**src/rtl/ibusif_prefetch.sv**
```systemverilog
// Sequential instruction prefetcher on a pipelined ibus, feeding a halfword queue.
// Handles redirects during stalls (pending jump, stale response drop) and fault tagging.
module ibusif_prefetch #(
  parameter logic [31:0] RESET_PC  = 32'h0000_0000,
  parameter int          IFQ_DEPTH = 4,
  parameter int          LVL_W     = $clog2(IFQ_DEPTH + 1)
) (
  input  logic             clk,
  input  logic             rst,
  input  logic             jmp_req,
  input  logic [31:0]      jmp_addr,
  input  logic             instr_fetch,
  input  logic             instr_fetch_16bit,
  output logic [1:0]       instr_vld_size,
  output logic [31:0]      instr,
  output logic             instr_has_fault,
  output logic [LVL_W-1:0] ifq_level,
  output logic [31:0]      haddr,
  output logic [1:0]       hsize,
  output logic             htrans,
  output logic             hprot,
  output logic             hwrite,
  output logic [31:0]      hwdata,
  input  logic [31:0]      hrdata,
  input  logic             hresp,
  input  logic             hready
);

  localparam int IDX_W = $clog2(IFQ_DEPTH);
  localparam int CNT_W = LVL_W + 2;
  localparam logic [CNT_W-1:0] DEPTH_C = CNT_W'(IFQ_DEPTH);
  localparam logic [IDX_W:0]   DEPTH_I = (IDX_W + 1)'(IFQ_DEPTH);

  logic [15:0]          hw_q [IFQ_DEPTH];
  logic [15:0]          hw_d [IFQ_DEPTH];
  logic [IFQ_DEPTH-1:0] ft_q, ft_d;
  logic [IDX_W-1:0]     rd_q, rd_d, wr_q, wr_d;
  logic [LVL_W-1:0]     lvl_q, lvl_d;
  logic [31:0]          haddr_q, haddr_d;
  logic [31:0]          tgt_q, tgt_d;
  logic                 dph_vld_q, dph_vld_d;
  logic                 dph_a1_q, dph_a1_d;
  logic                 dph_stale_q, dph_stale_d;
  logic                 fault_q, fault_d;
  logic                 pend_q, pend_d;
  logic                 first_q, first_d;

  logic                 stalled_s, push_s, fault_s, accept_s, htrans_s;
  logic [31:0]          haddr_s;
  logic [1:0]           push_n_s, push_cnt_s, pop_n_s, infl_s, need_s;
  logic [CNT_W-1:0]     free_s;
  logic [IDX_W-1:0]     wr1_s, rd1_s;
  logic                 unused_s;

  function automatic logic [IDX_W-1:0] idx_add(input logic [IDX_W-1:0] p, input logic [1:0] n);
    logic [IDX_W:0] s;
    s = {1'b0, p} + (IDX_W + 1)'(n);
    if (s >= DEPTH_I) begin
      s = s - DEPTH_I;
    end else begin
      s = s;
    end
    return s[IDX_W-1:0];
  endfunction

  assign unused_s = jmp_addr[0];

  // Bus control: stall detection, redirect selection, free-space issue rule.
  always_comb begin
    stalled_s = dph_vld_q & ~hready;
    push_s    = dph_vld_q & hready & ~dph_stale_q & ~jmp_req;
    push_n_s  = dph_a1_q ? 2'd1 : 2'd2;
    push_cnt_s = push_s ? push_n_s : 2'd0;
    infl_s    = (dph_vld_q & ~dph_stale_q) ? push_n_s : 2'd0;
    if (instr_fetch & ~jmp_req) begin
      pop_n_s = instr_fetch_16bit ? 2'd1 : 2'd2;
    end else begin
      pop_n_s = 2'd0;
    end
    if (stalled_s) begin
      haddr_s = haddr_q;
    end else if (jmp_req) begin
      haddr_s = {jmp_addr[31:1], 1'b0};
    end else if (pend_q) begin
      haddr_s = tgt_q;
    end else begin
      haddr_s = haddr_q;
    end
    // A faulting beat completing now already blocks the next issue.
    fault_s = (fault_q | (push_s & hresp)) & ~jmp_req;
    need_s  = haddr_s[1] ? 2'd1 : 2'd2;
    if (jmp_req) begin
      free_s = DEPTH_C;
    end else begin
      free_s = DEPTH_C - CNT_W'(lvl_q) - CNT_W'(infl_s) + CNT_W'(pop_n_s);
    end
    htrans_s = ~first_q & ~stalled_s & ~fault_s & (free_s >= CNT_W'(need_s));
    accept_s = htrans_s & hready;
  end

  // Next-state for address phase, data phase tracking and pending jump.
  always_comb begin
    first_d = 1'b0;
    fault_d = fault_s;
    haddr_d = accept_s ? {haddr_s[31:2] + 30'd1, 2'b00} : haddr_s;
    if (stalled_s) begin
      dph_vld_d   = dph_vld_q;
      dph_a1_d    = dph_a1_q;
      dph_stale_d = dph_stale_q | jmp_req;
      pend_d      = pend_q | jmp_req;
      tgt_d       = jmp_req ? {jmp_addr[31:1], 1'b0} : tgt_q;
    end else begin
      dph_vld_d   = accept_s;
      dph_a1_d    = haddr_s[1];
      dph_stale_d = 1'b0;
      pend_d      = 1'b0;
      tgt_d       = tgt_q;
    end
  end

  // Queue write/read pointers and level; a jump flushes everything.
  always_comb begin
    hw_d  = hw_q;
    ft_d  = ft_q;
    rd_d  = rd_q;
    wr_d  = wr_q;
    lvl_d = lvl_q;
    wr1_s = idx_add(wr_q, 2'd1);
    if (jmp_req) begin
      rd_d  = '0;
      wr_d  = '0;
      lvl_d = '0;
    end else begin
      if (push_s) begin
        if (dph_a1_q) begin
          hw_d[wr_q] = hrdata[31:16];
          ft_d[wr_q] = hresp;
        end else begin
          hw_d[wr_q]  = hrdata[15:0];
          ft_d[wr_q]  = hresp;
          hw_d[wr1_s] = hrdata[31:16];
          ft_d[wr1_s] = hresp;
        end
        wr_d = idx_add(wr_q, push_n_s);
      end else begin
        wr_d = wr_q;
      end
      rd_d  = idx_add(rd_q, pop_n_s);
      lvl_d = lvl_q + LVL_W'(push_cnt_s) - LVL_W'(pop_n_s);
    end
  end

  // State registers.
  always_ff @(posedge clk or posedge rst) begin
    if (rst) begin
      for (int i = 0; i < IFQ_DEPTH; i++) begin
        hw_q[i] <= 16'h0000;
      end
      ft_q        <= '0;
      rd_q        <= '0;
      wr_q        <= '0;
      lvl_q       <= '0;
      haddr_q     <= RESET_PC;
      tgt_q       <= 32'h0000_0000;
      dph_vld_q   <= 1'b0;
      dph_a1_q    <= 1'b0;
      dph_stale_q <= 1'b0;
      fault_q     <= 1'b0;
      pend_q      <= 1'b0;
      first_q     <= 1'b1;
    end else begin
      hw_q        <= hw_d;
      ft_q        <= ft_d;
      rd_q        <= rd_d;
      wr_q        <= wr_d;
      lvl_q       <= lvl_d;
      haddr_q     <= haddr_d;
      tgt_q       <= tgt_d;
      dph_vld_q   <= dph_vld_d;
      dph_a1_q    <= dph_a1_d;
      dph_stale_q <= dph_stale_d;
      fault_q     <= fault_d;
      pend_q      <= pend_d;
      first_q     <= first_d;
    end
  end

  // Head view of the queue.
  always_comb begin
    rd1_s = idx_add(rd_q, 2'd1);
    instr = {hw_q[rd1_s], hw_q[rd_q]};
    if (lvl_q == LVL_W'(0)) begin
      instr_vld_size = 2'b00;
    end else if (lvl_q == LVL_W'(1)) begin
      instr_vld_size = 2'b01;
    end else begin
      instr_vld_size = 2'b10;
    end
    instr_has_fault = ((lvl_q != LVL_W'(0)) & ft_q[rd_q]) |
                      ((lvl_q >= LVL_W'(2)) & ft_q[rd1_s]);
  end

  assign ifq_level = lvl_q;
  assign haddr     = haddr_s;
  assign hsize     = haddr_s[1] ? 2'b01 : 2'b10;
  assign htrans    = htrans_s;
  assign hprot     = 1'b0;
  assign hwrite    = 1'b0;
  assign hwdata    = 32'h0000_0000;

endmodule
```
**config.mk**
```make
export PLATFORM = sky130hd
export DESIGN_NAME = ibusif_prefetch
export DESIGN_NICKNAME = d
export VERILOG_FILES = /design/src/rtl/ibusif_prefetch.sv
export SDC_FILE = /design/constraint.sdc
export NUM_CORES = 1
export LEC_CHECK = 0
export BUFFER_PORTS_ARGS = -buffer_cell sky130_fd_sc_hd__buf_2
export CAP_MARGIN = 30
export CORE_AREA = 4 4 186 116
export CTS_CLUSTER_DIAMETER = 150
export CTS_CLUSTER_SIZE = 20
export DETAILED_ROUTE_END_ITERATION = 8
export DIE_AREA = 0 0 190 120
export HOLD_SLACK_MARGIN = 0.02
export PLACE_DENSITY_LB_ADDON = 0.12
export SYNTH_ARGS = -nofsm -noshare
export SYNTH_HDL_FRONTEND = slang
export SYNTH_SLANG_ARGS = --single-unit
```
**constraint.sdc**
```tcl
create_clock -name clk -period 4.7 [get_ports clk]
set_clock_uncertainty 0.05 [all_clocks]
set_input_delay 0 -clock clk [delete_from_list [all_inputs] [get_ports clk]]
set_output_delay 0 -clock clk [all_outputs]
set_load 0.01 [all_outputs]
```
==> impl_metrics.tcl, run 1 <==
set metrics [dict create \
    drt_iter0_drc 947 \
    fmax_mhz 242 \
    power_frac_clock_pct 25.2 \
    synthCells 1072 \
    drv_cap 0 \
    io_buffers 142 \
    hold_viol_final 0 \
    slowest_delay_ps 530 \
    ctsResizeCount 0 \
    sequentialPowerShare_pct 34.8 \
    cts_tree "built" \
    cellLeakagePower_uw 0.00521 \
    avgRoutedWirePerCell_um 18.2 \
    combPwrFrac_pct 39.9 \
    synth_seq_cells 144 \
    drv_slew 0 \
    grt_setup_unrepaired "false" \
    utilization_pct 60.4 \
    hpwlAfterDp_um 18200 \
    setup_violations 0 \
    drc 0 \
    start_kind "register" \
    area_growth_pct 21.7 \
    ios 178 \
    clk_latency_ps 430 \
    async_flop_share_pct 100 \
    synth_area_per_cell_um2 9.16 \
    cellPowerDensity_mw_per_mm2 449 \
    fp.dieH_um 120 \
    cp.arrival_ps 4400 \
    p_sw_uw 1990 \
    fillers 1728 \
    die_x_um 190 \
    crit_path_frequent_cell "inv_1" \
    path_class "reg2reg" \
    cts_buffer_depth 2 \
    grt_overflow_total 0 \
    core_area_mm2 0.0198 \
    p_int_uw 3370 \
    ys_warn_count 0 \
    switching_share_pct 37.1 \
    cts_inserted_buffers 17 \
    rows 40 \
    diodes 0 \
    placed_cell_area_mm2 0.0105 \
    ir_worst_vdd_v 0.000290 \
    crit_chain "inv_1 -> ha_1 -> inv_1 -> fa_1 -> inv_1 -> fa_1 -> nor2b_1 -> ha_1 -> a2111o_1 -> nor3_1 -> nor4_4 -> and3_1 -> and3_1 -> xor2_1" \
    slowest_stage "fa_1" \
    critPathCaptureType "register" \
    grt_usage_pct 24.7 \
    viasPerCell 5.71 \
    fin_nets 1336 \
    antenna_found_initial 0 \
    ant_nets 0 \
    seq_area_frac_synth_pct 36.7 \
    gp_congestion 0.822 \
    status "finished clean" \
    initial_core_util_pct 49.7 \
    finalInstanceArea_mm2 0.0120 \
    fin_crit_sh_pct 88.1 \
    whs_ps 69.5 \
    post_cts_buffers 0 \
    vias 8713 \
    setup_tns_ps 0 \
    dr.pass1.iters 6 \
    ys.flop_type "dfrtp_1" \
    grt_pass1_wl_um 44800 \
    final.min_clock_period_ps 4140 \
    netlist_area_mm2 0.00982 \
    yosysUniqueCellTypes 66 \
    postRouteWirelength_um 27800 \
    grt_max_degree 98 \
    clock-sinks 144 \
    dieArea_mm2 0.0228 \
    grt_pass1_vias 8058 \
    hold_class "in2async" \
    slew_headroom_pct 36.2 \
    postCtsHoldBufs 84 \
    cts.htree.levels 4 \
    root_buffer "clkbuf_16" \
    drive_gt1_share_pct 23.7 \
    synth_edf_count 0 \
    worst_pin_slew_ps 957 \
    worstPathRequired_ps 4960 \
    clk_pin_slew_ps 60 \
    path_max_fanout 8 \
    p_total_uw 5360 \
]
-- sequential cells by signal, summed over array words and instances (netlist names) --
register / count
pend_q: 1
tgt_q: 31
ifq_level: 3
haddr_q: 32
wr_q: 2
hw_q: 64
dph_a1_q: 1
fault_q: 1
ft_q: 4
first_q: 1
dph_stale_q: 1
rd_q: 2
dph_vld_q: 1
-- layout by cell type, fill, tap and decap left out, types with 34 or more instances in the layout --
cell type,count
o21ai_0,81
nand2_1,105
a22oi_1,65
a31oi_1,84
nor2_1,107
dlygate4sd3_1,84
buf_2,142
mux4_2,34
dfrtp_1,139
conb_1,35
inv_1,60
-- area by class of cell --
class / count / area (µm²) / area share, %
inverter: 62 / 238 / 1.99
sequential: 144 / 3610 / 30.2
clock buffer: 22 / 464 / 3.88
timing repair buffer: 251 / 1790 / 15.0
multi-input combinational: 765 / 5390 / 45.1
clock inverter: 10 / 111 / 0.932
tap: 273 / 342 / 2.86
-- critical path, delay by kind of cell, from the launching register on --
| kind | cells | cell delay, ps |
|---|---|---|
| adder cells (fa/ha/maj) | 4 | 1530 |
| AND/OR/NAND/NOR | 5 | 1310 |
| flip-flops | 1 | 400 |
| AO/OA/AOI/OAI | 1 | 370 |
| buffers and inverters | 3 | 220 |
| XOR/XNOR | 1 | 130 |
-- power groups by stage --
stage          Clock, µW  Combinational (µW)  Sequential (µW)
2_1_floorplan          0                1550             1800
3_3_place_gp           0                2000             1880
3_5_place_dp           0                2030             1890
4_1_cts             1390                2120             1870
5_1_grt             1440                2380             1910
6_report            1350                2140             1870
-- worst paths after layout --
check / startpoint / endpoint / slack [ps] / depth (start not counted)
setup / recovery: ifq_level[1] / haddr_q[16] / 560 / 14
hold / removal: rst / ifq_level[2] / 70 / 3
setup reg to reg: ifq_level[1] / haddr_q[16] / 560 / 14
hold reg to reg: tgt_q[20] / tgt_q[20] / 430 / 2
max in group asynchronous: rst / haddr_q[8] / 3240 / 5
min in group clk: jmp_req / ifq_level[2] / 160 / 3
-- cells by family after synthesis --
group | Yosys count | synth area share (%)
adder cells (fa/ha/maj) | 24 | 3.36
XOR/XNOR | 35 | 3.12
AND/OR/NAND/NOR | 312 | 15.7
buffers and inverters | 197 | 9.77
AO/OA/AOI/OAI | 293 | 19.8
other | 1 | 0.0382
multiplexers | 66 | 11.4
flip-flops | 144 | 36.7
-- layer usage --
layer | global-route usage [%] | vias up | part of all wire (%)
met5 | 0 | - | 0
li1 | - | 4113 | -
met4 | 5.24 | 0 | 0.74
met3 | 4.85 | 20 | 7.1
met2 | 33.6 | 367 | 42
met1 | 40.0 | 4213 | 50
-- cells in the mapped netlist, drive strengths merged (3+ instances only) --
| master | instances | share of area, % |
|---|---|---|
| buf | 83 | 5.4 |
| xnor2 | 22 | 2.0 |
| clkbuf | 52 | 2.0 |
| a21boi | 3 | 0.23 |
| o221ai | 16 | 1.7 |
| and2 | 3 | 0.19 |
| nand3 | 14 | 0.71 |
| ha | 20 | 2.5 |
| nand2 | 106 | 4.1 |
| nor2 | 107 | 4.1 |
| a22oi | 65 | 5.0 |
| o22ai | 9 | 0.64 |
| fa | 4 | 0.82 |
| xor2 | 13 | 1.2 |
| mux2 | 30 | 3.4 |
| o21ai | 83 | 4.2 |
| and3 | 4 | 0.25 |
| o221a | 3 | 0.43 |
| nor3 | 12 | 1.2 |
| nor4 | 5 | 0.69 |
| a21oi | 14 | 0.71 |
| inv | 62 | 2.4 |
| a31oi | 84 | 5.4 |
| dfrtp | 143 | 36 |
| o211ai | 4 | 0.31 |
| nor2b | 23 | 1.5 |
| or3 | 14 | 0.89 |
| nand4 | 7 | 0.75 |
| mux4 | 34 | 7.8 |
| nand2b | 9 | 0.65 |
-- per-stage QoR --
stage,setup WS (ps),std cells
final,560,1527
after CTS,545,1525
after global placement,687,1407
after detailed placement,574,1409
after floorplan,403,1106
after global routing,310,1527
(Power assumes the default switching activity.)
==> inputs of run 2 (changes only) <==
- CELL_PAD_IN_SITES_DETAIL_PLACEMENT: default -> 1
- CELL_PAD_IN_SITES_GLOBAL_PLACEMENT: default -> 2
- CORE_AREA: 4 4 186 116 -> 4 4 235 145
- DIE_AREA: 0 0 190 120 -> 0 0 239 149
- clock period: 4.7 -> 3.7 ns (I/O delays scaled with it)
==> impl_metrics.tcl, run 2 (synthesis gave the netlist of run 1 again) <==
set metrics [dict create \
    status "finished clean" \
    postRouteWirelength_um 37200 \
    drv_cap 0 \
    grt_setup_unrepaired "true" \
    grt_pass1_vias 8920 \
    final-instance-count-excl-fill 1710 \
    setup_tns_ps 0 \
    cts_inserted_buffers 17 \
    dp_slack_ps -221 \
    grt_usage_pct 21.1 \
    area_growth_pct 27.8 \
    cts.htree.levels 4 \
    hold_viol_final 0 \
    p_total_uw 7320 \
    critPathCaptureType "register" \
    die_x_um 239 \
    cts_buffer_depth 2 \
    fmax_mhz 279 \
    dp_cells 1590 \
    gp_congestion 0.794 \
    worst_pin_slew_ps 1030 \
    hold_class "in2reg" \
    final_common_cell "buf_2" \
    ios 178 \
    viasPerCell 5.20 \
    vias 8896 \
    reg.largest.list "hw_q: 64 flops, haddr_q: 32 flops, tgt_q: 31 flops" \
    dieArea_mm2 0.0356 \
    drt_iter0_drc 569 \
    setup_violations 0 \
    cellPowerDensity_mw_per_mm2 583 \
    antenna_found_initial 3 \
    clk_latency_ps 450 \
    grt_overflow_total 0 \
    core_area_mm2 0.0320 \
    path_class "reg2reg" \
    worstPathRequired_ps 3970 \
    drv_slew 0 \
    cellLeakagePower_uw 0.00541 \
    grt_pass1_wl_um 56900 \
    fp.dieH_um 149 \
    io_buffers 142 \
    diodes 0 \
    hpwlAfterDp_um 27000 \
    fillers 3699 \
    clock-sinks 144 \
    fin_nets 1368 \
    largest_reg_flops 64 \
    avgRoutedWirePerCell_um 21.7 \
    fin_crit_sh_pct 97.0 \
    ant_nets 0 \
    cts_tree "built" \
    initial_core_util_pct 30.7 \
    dr.pass1.iters 5 \
    final.min_clock_period_ps 3590 \
    utilization_pct 39.3 \
    ir_worst_vdd_v 0.000377 \
    path_max_fanout 4 \
    mostFrequentLayoutCells "buf_2, dfrtp_1, nand2_1" \
    cp.arrival_ps 3860 \
    drive_gt1_share_pct 27.9 \
    clk_pin_slew_ps 70 \
    slew_headroom_pct 31.1 \
    rows 51 \
    drc 0 \
    setup_ws_ps 113 \
    grt_max_degree 106 \
    top_register "hw_q" \
    start_kind "register" \
    root_buffer "clkbuf_16" \
]
[run 2: cell types whose count changed in the layout (fill, tap and decap cells not counted), moves of 4 or more]
cell	before	now
buf_6	0	4
nor2_1	107	103
nor2_2	0	4
inv_2	1	5
buf_4	21	53
inv_1	60	56
clkinv_4	1	5
[run 2: where the power goes]
part           total, µW  internal (µW)  leakage [µW]  switching [µW]
Clock               1800           1030      0.000289             772
Sequential          2410           2040       0.00182             364
Combinational       3110           1350       0.00330            1770
Total               7320           4420       0.00541            2900
[run 2: critical path, stage by stage (launching register included)]
cell,delay (ps)
dfrtp_1,360
inv_2,60
ha_4,260
inv_2,30
fa_1,490
inv_2,50
fa_1,480
nor2b_4,150
ha_4,200
a2111o_1,390
nor3_4,230
nor4_4,90
buf_4,170
and3_4,160
and3_4,170
xor2_1,130
[run 2: repair_timing]
action	CTS	global route
resized for setup	23	8
setup buffers	8	0
hold buffers	81	0
hold endpoints to repair	141	0
setup endpoints to repair	25	33
pin swaps	14	12
cloned	1	0
[run 2: final cells by class]
class                           instances  area [µm²]  share of cell area [%]
Inverter                               62         236                    1.88
Sequential cell                       144        3610                    28.8
Timing Repair Buffer                  282        2020                    16.1
Clock buffer                           19         453                    3.61
Tap cell                              424         531                    4.23
Multi-Input combinational cell        766        5560                    44.3
Clock inverter                         13         139                    1.11
[run 2: routing by layer]
| metal | routed length (µm) | track usage (%) | vias to the layer above |
|---|---|---|---|
| met5 | 34 | 0 | - |
| met4 | 486 | 4.04 | 6 |
| met3 | 1900 | 5.49 | 26 |
| met2 | 14000 | 26.6 | 160 |
| met1 | 20800 | 35.1 | 4523 |
| li1 | - | - | 4181 |
[run 2: path summary, 6_finish.rpt]
| path | endpoint | startpoint | slack [ps] | cells after the start |
|---|---|---|---|---|
| max | haddr_q[16] | ifq_level[1] | 110 | 15 |
| min | hw_q[2] | hrdata[2] | 60 | 5 |
| max reg2reg | haddr_q[16] | ifq_level[1] | 110 | 15 |
| min reg2reg | tgt_q[24] | tgt_q[24] | 440 | 2 |
| max in group asynchronous | hw_q[26] | rst | 2310 | 4 |
| min in group asynchronous | rd_q[1] | rst | 180 | 3 |
[run 2: per-stage QoR]
stage	hold WS, ps	area (µm²)
CTS	28.0	12500
floorplan	100	10000
global placement	118	10900
detailed placement	119	10900
global route	105	12500
finish	58.1	12500
